**src/rtl/weight_loader_pkg.sv**
```systemverilog
// Shared types and default geometry for the weight FIFO reader that feeds
// the systolic PE-array weight chain.
package weight_loader_pkg;

    localparam int unsigned DEF_WEIGHT_BW   = 8;
    localparam int unsigned DEF_NUM_PE_ROWS = 8;
    localparam int unsigned DEF_MATRIX_SIZE = 8;

    localparam int unsigned ROW_W  = DEF_WEIGHT_BW * DEF_MATRIX_SIZE;
    localparam int unsigned TILE_W = ROW_W * DEF_NUM_PE_ROWS;

    typedef enum logic [2:0] {
        IDLE,
        FETCH,
        CAPTURE,
        SHIFT,
        COMMIT
    } wl_state_e;

endpackage

```
**src/rtl/weight_loader_if.sv**
```systemverilog
// Weight FIFO read side plus PE-array row-beat channel; master is the loader,
// slave is the FIFO/array environment.
interface weight_loader_if
    import weight_loader_pkg::*;
#(
    parameter int unsigned WEIGHT_BW   = DEF_WEIGHT_BW,
    parameter int unsigned NUM_PE_ROWS = DEF_NUM_PE_ROWS,
    parameter int unsigned MATRIX_SIZE = DEF_MATRIX_SIZE
);
    localparam int unsigned ROW_BITS  = WEIGHT_BW * MATRIX_SIZE;
    localparam int unsigned TILE_BITS = ROW_BITS * NUM_PE_ROWS;
    localparam int unsigned IDX_W     = $clog2(NUM_PE_ROWS);

    logic                 fifo_empty;
    logic                 fifo_rd_en;
    logic [TILE_BITS-1:0] fifo_data;
    logic [ROW_BITS-1:0]  w_row_data;
    logic [IDX_W-1:0]     w_row_idx;
    logic                 w_row_valid;
    logic                 w_row_ready;
    logic                 w_commit;

    modport master (
        input  fifo_empty, fifo_data, w_row_ready,
        output fifo_rd_en, w_row_data, w_row_idx, w_row_valid, w_commit
    );

    modport slave (
        output fifo_empty, fifo_data, w_row_ready,
        input  fifo_rd_en, w_row_data, w_row_idx, w_row_valid, w_commit
    );

endinterface

```
**src/rtl/weight_loader.sv**
```systemverilog
// Pops one weight tile per load request, streams it into the PE array one
// row per accepted beat (highest row first) and then pulses a commit.
module weight_loader
    import weight_loader_pkg::*;
#(
    parameter int unsigned WEIGHT_BW   = DEF_WEIGHT_BW,
    parameter int unsigned NUM_PE_ROWS = DEF_NUM_PE_ROWS,
    parameter int unsigned MATRIX_SIZE = DEF_MATRIX_SIZE
) (
    input  logic            clk,
    input  logic            rstn,
    input  logic            load_req,
    output logic            load_busy,
    output logic            load_done,
    weight_loader_if.master wl
);
    localparam int unsigned ROW_BITS  = WEIGHT_BW * MATRIX_SIZE;
    localparam int unsigned TILE_BITS = ROW_BITS * NUM_PE_ROWS;
    localparam int unsigned CNT_W     = $clog2(NUM_PE_ROWS);

    if (NUM_PE_ROWS < 2) begin : g_bad_rows
        $error("weight_loader: NUM_PE_ROWS must be at least 2");
    end

    wl_state_e            state;
    logic [TILE_BITS-1:0] tile_reg;
    logic [CNT_W-1:0]     row_cnt;

    always_ff @(posedge clk or negedge rstn) begin
        if (!rstn) begin
            state    <= IDLE;
            tile_reg <= '0;
            row_cnt  <= '0;
        end else begin
            case (state)
                IDLE: begin
                    if (load_req) state <= FETCH;
                end
                FETCH: begin
                    if (!wl.fifo_empty) state <= CAPTURE;
                end
                CAPTURE: begin
                    tile_reg <= wl.fifo_data;
                    row_cnt  <= CNT_W'(NUM_PE_ROWS - 1);
                    state    <= SHIFT;
                end
                SHIFT: begin
                    if (wl.w_row_ready) begin
                        if (row_cnt == '0) state <= COMMIT;
                        else               row_cnt <= row_cnt - 1'b1;
                    end
                end
                COMMIT: begin
                    state <= IDLE;
                end
                default: begin
                    state <= IDLE;
                end
            endcase
        end
    end

    // Every strobe below is a pure decode of the state register; only the
    // pop strobe also looks at the FIFO flag so it never fires on empty.
    assign wl.fifo_rd_en  = (state == FETCH) && !wl.fifo_empty;
    assign wl.w_row_valid = (state == SHIFT);
    assign wl.w_commit    = (state == COMMIT);
    assign load_done      = (state == COMMIT);
    assign load_busy      = (state != IDLE);

    always_comb begin
        wl.w_row_data = '0;
        wl.w_row_idx  = '0;
        if (state == SHIFT) begin
            wl.w_row_data = tile_reg[row_cnt * ROW_BITS +: ROW_BITS];
            wl.w_row_idx  = row_cnt;
        end
    end

endmodule

```
**src/flat_wrapper.sv**
```systemverilog
// flat-port wrapper written by rule: the top's interface ports become plain ports
module weight_loader_flat import weight_loader_pkg::*;
#(
    parameter int unsigned WEIGHT_BW   = DEF_WEIGHT_BW,
    parameter int unsigned NUM_PE_ROWS = DEF_NUM_PE_ROWS,
    parameter int unsigned MATRIX_SIZE = DEF_MATRIX_SIZE
)
  (clk, rstn, load_req, load_busy, load_done, wl_fifo_empty, wl_fifo_data, wl_w_row_ready, wl_fifo_rd_en, wl_w_row_data, wl_w_row_idx, wl_w_row_valid, wl_w_commit);
  weight_loader_if #(.WEIGHT_BW(WEIGHT_BW), .NUM_PE_ROWS(NUM_PE_ROWS), .MATRIX_SIZE(MATRIX_SIZE)) wl_i ();
  input  logic clk;
  input  logic rstn;
  input  logic load_req;
  output logic load_busy;
  output logic load_done;
  input wire logic [$bits(wl_i.fifo_empty)-1:0] wl_fifo_empty;
  input wire logic [$bits(wl_i.fifo_data)-1:0] wl_fifo_data;
  input wire logic [$bits(wl_i.w_row_ready)-1:0] wl_w_row_ready;
  output wire logic [$bits(wl_i.fifo_rd_en)-1:0] wl_fifo_rd_en;
  output wire logic [$bits(wl_i.w_row_data)-1:0] wl_w_row_data;
  output wire logic [$bits(wl_i.w_row_idx)-1:0] wl_w_row_idx;
  output wire logic [$bits(wl_i.w_row_valid)-1:0] wl_w_row_valid;
  output wire logic [$bits(wl_i.w_commit)-1:0] wl_w_commit;
  assign wl_i.fifo_empty = wl_fifo_empty;
  assign wl_i.fifo_data = wl_fifo_data;
  assign wl_i.w_row_ready = wl_w_row_ready;
  assign wl_fifo_rd_en = wl_i.fifo_rd_en;
  assign wl_w_row_data = wl_i.w_row_data;
  assign wl_w_row_idx = wl_i.w_row_idx;
  assign wl_w_row_valid = wl_i.w_row_valid;
  assign wl_w_commit = wl_i.w_commit;
  weight_loader #(.WEIGHT_BW(WEIGHT_BW), .NUM_PE_ROWS(NUM_PE_ROWS), .MATRIX_SIZE(MATRIX_SIZE)) u_core (.clk(clk), .rstn(rstn), .load_req(load_req), .load_busy(load_busy), .load_done(load_done), .wl(wl_i));
endmodule
```
**config.mk**
```make
export PLATFORM = sky130hd
export DESIGN_NAME = weight_loader_flat
export DESIGN_NICKNAME = d
export VERILOG_FILES = /design/src/rtl/weight_loader_pkg.sv /design/src/rtl/weight_loader_if.sv /design/src/rtl/weight_loader.sv /design/src/flat_wrapper.sv
export SDC_FILE = /design/constraint.sdc
export NUM_CORES = 1
export LEC_CHECK = 0
export BUFFER_PORTS_ARGS = -buffer_cell sky130_fd_sc_hd__buf_2
export CORE_AREA = 2 2 231 233
export CTS_CLUSTER_DIAMETER = 80
export DETAILED_ROUTE_END_ITERATION = 6
export DIE_AREA = 0 0 233 235
export GPL_ROUTABILITY_DRIVEN = 0
export PLACE_DENSITY_LB_ADDON = 0.3
export REMOVE_ABC_BUFFERS = 1
export SYNTH_ARGS = -nofsm -noshare
export SYNTH_HDL_FRONTEND = slang
export SYNTH_SLANG_ARGS = --single-unit
```
**constraint.sdc**
```tcl
create_clock -name clk -period 2.5 [get_ports clk]
set_input_delay 0.625 -clock clk [delete_from_list [all_inputs] [get_ports clk]]
set_output_delay 0.625 -clock clk [all_outputs]
set_load 0.02 [all_outputs]
```
==> impl_metrics.ini <==
[sta]
rsz_0062_raised_after_global_routing = yes
finalSetupTns_ns = -28.01
min_period_ns = 3.01
final_min_period_over_clock_period = 1.20
max_freq_ghz = 0.332
tightestPinTransition_ns = 0.486
final.setup.worst_slack_ns = -0.509
holdWs_ns = 0.260
finalSetupViolCount = 66
max_slew_margin = 0.676
final_hold_viol_count = 0
timing.clock.skew_ns = 0.0161
finalMaxSlewViolations = 0

[power]
power.share.switching = 0.322
power_frac_comb = 0.465
power.share.sequential = 0.348
power_frac_clock = 0.187
switching_power_uw = 14000
cellLeakagePower_uw = 0.0132
int_pwr_uw = 29400
p_per_area_nw_per_um2 = 1460
max-vdd-ir-drop_mv = 0.807

[outcome]
run_status = complete, but fails checks
failed_checks = setup timing

[placed_design]
placed_cells = 2597
dp_slack_ns = 0.0717
portBuffers = 588
dp_hpwl_um = 44700

[critical_path]
r2r_end = u_core.row_cnt[0]$_DFFE_PN0P_
required_ns = 1.88
path_max_fanout = 7
length_in_cells_of_the_worst_reg_to_reg_path = 9
worstSetupEndpointType = output pin
setup.worst_path.start_class = register
reg2reg_setup_slack_ns = 0.39
rr_startpoint = u_core.row_cnt[0]$_DFFE_PN0P_
crit_type = register to output pin
timing.critical_path.arrival_ns = 2.38

[clock_network]
tritoncts = built
cts_sinks = 518
clock_path_buffers = 3
path_clk_slew_ns = 0.06
clock_tree.root_cell = clkbuf_16
htree_levels = 2
cts_buffers = 56
worst_skew_pair.late_latency_ns = 0.59

[global_routing]
grt-ovfl-total = 0
grt_max_degree = 88
combined_global_route_utilization_of_all_metal_layers = 0.227
grt_pass1_vias = 16433
grt_antenna_before_repair = 47
grt_first_pass_wirelength_um = 94500

[routing]
detail_routed_via_count_per_cell = 5.37
finalWirelength_um = 63400
via_count = 14800
drt_drc_violations_left = 0
route.detailed.wl_per_inst_um = 23.0
antenna_violating_nets_left = 0
drt_iter0_drc = 736
drt_pass1_iterations = 4

[worst_hold_path]
hold_start = wl_fifo_data[58]
tightest_hold_check_type = input port to register
worstHoldEndpoint = u_core.tile_reg[58]$_DFFE_PN0N_
timing.hold.worst_path_depth = 2

[finish]
fillers = 4154
finalNonFillerCells = 2756
largest_reg_flops = 512
final_util = 0.567
final_nets = 2513
drive_gt1_frac = 0.694
syn_to_layout_area_delta_pct = 29.1

[synth]
synth-seq-area-share = 0.566
synth-seq-cells = 518
synth_cell_types = 29
synth.avg_cell_area_sq_um = 16.8
post_synthesis_instance_total = 1361
ys_warn_count = 0
yosys.area.top_type = dfrtp_1
post_synth_instance_area_sq_um = 22900
synth_top_cells_by_area = dfrtp_1, mux2_2, mux4_2
synth.top_cell.area_share = 0.566

[floorplan]
die_height_um = 235
design.core.area_sq_um = 52200
initial_core_util = 0.439
floorplan.io_pins = 589
num_rows = 84
die_area_sq_um = 54800
die_width_um = 233

[job]
drv.max_cap_violation_count = 0
==> logic make-up after synthesis <==
kind of cell / after synthesis / synth area share
mux: 640 / 0.377
flops: 518 / 0.566
buf+inv: 106 / 0.0239
compound gates: 74 / 0.0271
simple gates: 21 / 0.00513
fa+ha+maj: 2 / 0.00109
==> metrics by stage <==
step                      power [uW]  cell area [sq um]
after detailed placement       34100              27100
after global placement         33400              27100
final                          43400              29600
after CTS                      43100              29200
after floorplan                25900              22400
after global routing           45800              29600
==> power by group through the flow <==
stage          logic [uW]  clock network (uW)  registers (uW)
2_1_floorplan       11400                   0           14600
3_3_place_gp        18500                   0           15000
3_5_place_dp        18900                   0           15200
4_1_cts             19700                8280           15100
5_1_grt             21500                8680           15600
6_report            20200                8090           15100
==> routing by layer <==
metal / vias up / track usage / part of all wire
met4: 30 / 0.0969 / 0.034
li1: 6480 / - / -
met1: 7642 / 0.282 / 0.40
met3: 159 / 0.0650 / 0.075
met2: 489 / 0.369 / 0.49
met5: - / 0 / 0.0026
==> layout by cell type, fill, tap and decap left out, types with 2 or more instances in the layout <==
cell type  instances
ha_1               2
buf_4             42
clkbuf_8          17
nor2_4             2
a22o_1            63
clkbuf_1          15
a21o_1             2
mux2_2           512
mux4_2           128
inv_1              3
clkinv_2           7
nor3_1             2
buf_6             25
diode_2           32
nor2_1             5
buf_8              4
inv_2              2
clkbuf_16         62
buf_12            36
nand2_1            4
dfrtp_4            2
buf_16             4
dfrtp_1          516
buf_2            559
o21ai_0            5
==> critical path: stages, from the launching register on <==
cell	delay (ns)
dfrtp_4	0.47
buf_12	0.18
buf_4	0.13
buf_8	0.11
mux4_2	0.52
a22o_1	0.24
buf_6	0.13
==> synth_stat cells <==
library cell	n
nor3b_1	1
and2_4	1
a21o_1	2
nand2_1	4
nor2_4	1
o21ai_0	5
ha_1	2
a211oi_1	1
inv_1	3
inv_2	2
buf_2	80
a22o_1	64
nor2_2	1
buf_4	1
buf_1	1
a22oi_1	1
and2_1	1
a21oi_1	1
nor2_1	6
or3_1	1
mux2_2	512
and3b_1	1
or2_1	1
buf_6	6
nor3_1	2
dfrtp_1	518
nand2b_2	1
clkbuf_1	13
mux4_2	128
==> repair_timing <==
item | 4_1_cts | 5_1_grt
hold buffers | 1 | 0
endpoints found under the setup margin | 69 | 68
gates resized for setup | 50 | 21
cloned | 1 | 9
pin swaps | 4 | 12
setup buffers | 9 | 9
endpoints found under the hold margin | 41 | 0
==> worst max-delay path by stage <==
stage                                        startpoint                             end  slack, ns  depth (start not counted)
after floorplan             u_core.state[2]$_DFFE_PN0P_  u_core.tile_reg[0]$_DFFE_PN0N_     -12.58                          3
after global placement    u_core.row_cnt[0]$_DFFE_PN0P_                wl_w_row_data[7]       0.09                          5
after detailed placement  u_core.row_cnt[0]$_DFFE_PN0P_               wl_w_row_data[40]       0.07                          4
after CTS                 u_core.row_cnt[0]$_DFFE_PN0P_               wl_w_row_data[40]      -0.58                          4
after global routing      u_core.row_cnt[0]$_DFFE_PN0P_               wl_w_row_data[34]      -0.59                          5
final                     u_core.row_cnt[0]$_DFFE_PN0P_               wl_w_row_data[63]      -0.51                          6
==> cell type report <==
cell class | instances | area, sq um | share of cell area
inverter | 5 | 18.8 | 0.000634
multi-input combinational | 737 | 9440 | 0.319
clock buffer | 89 | 1720 | 0.0580
antenna | 32 | 80.1 | 0.00271
timing repair buffer | 676 | 4420 | 0.149
sequential | 518 | 13000 | 0.438
clock inverter | 11 | 92.6 | 0.00313
tap | 688 | 861 | 0.0291
Power figures use the tool's default switching activity.
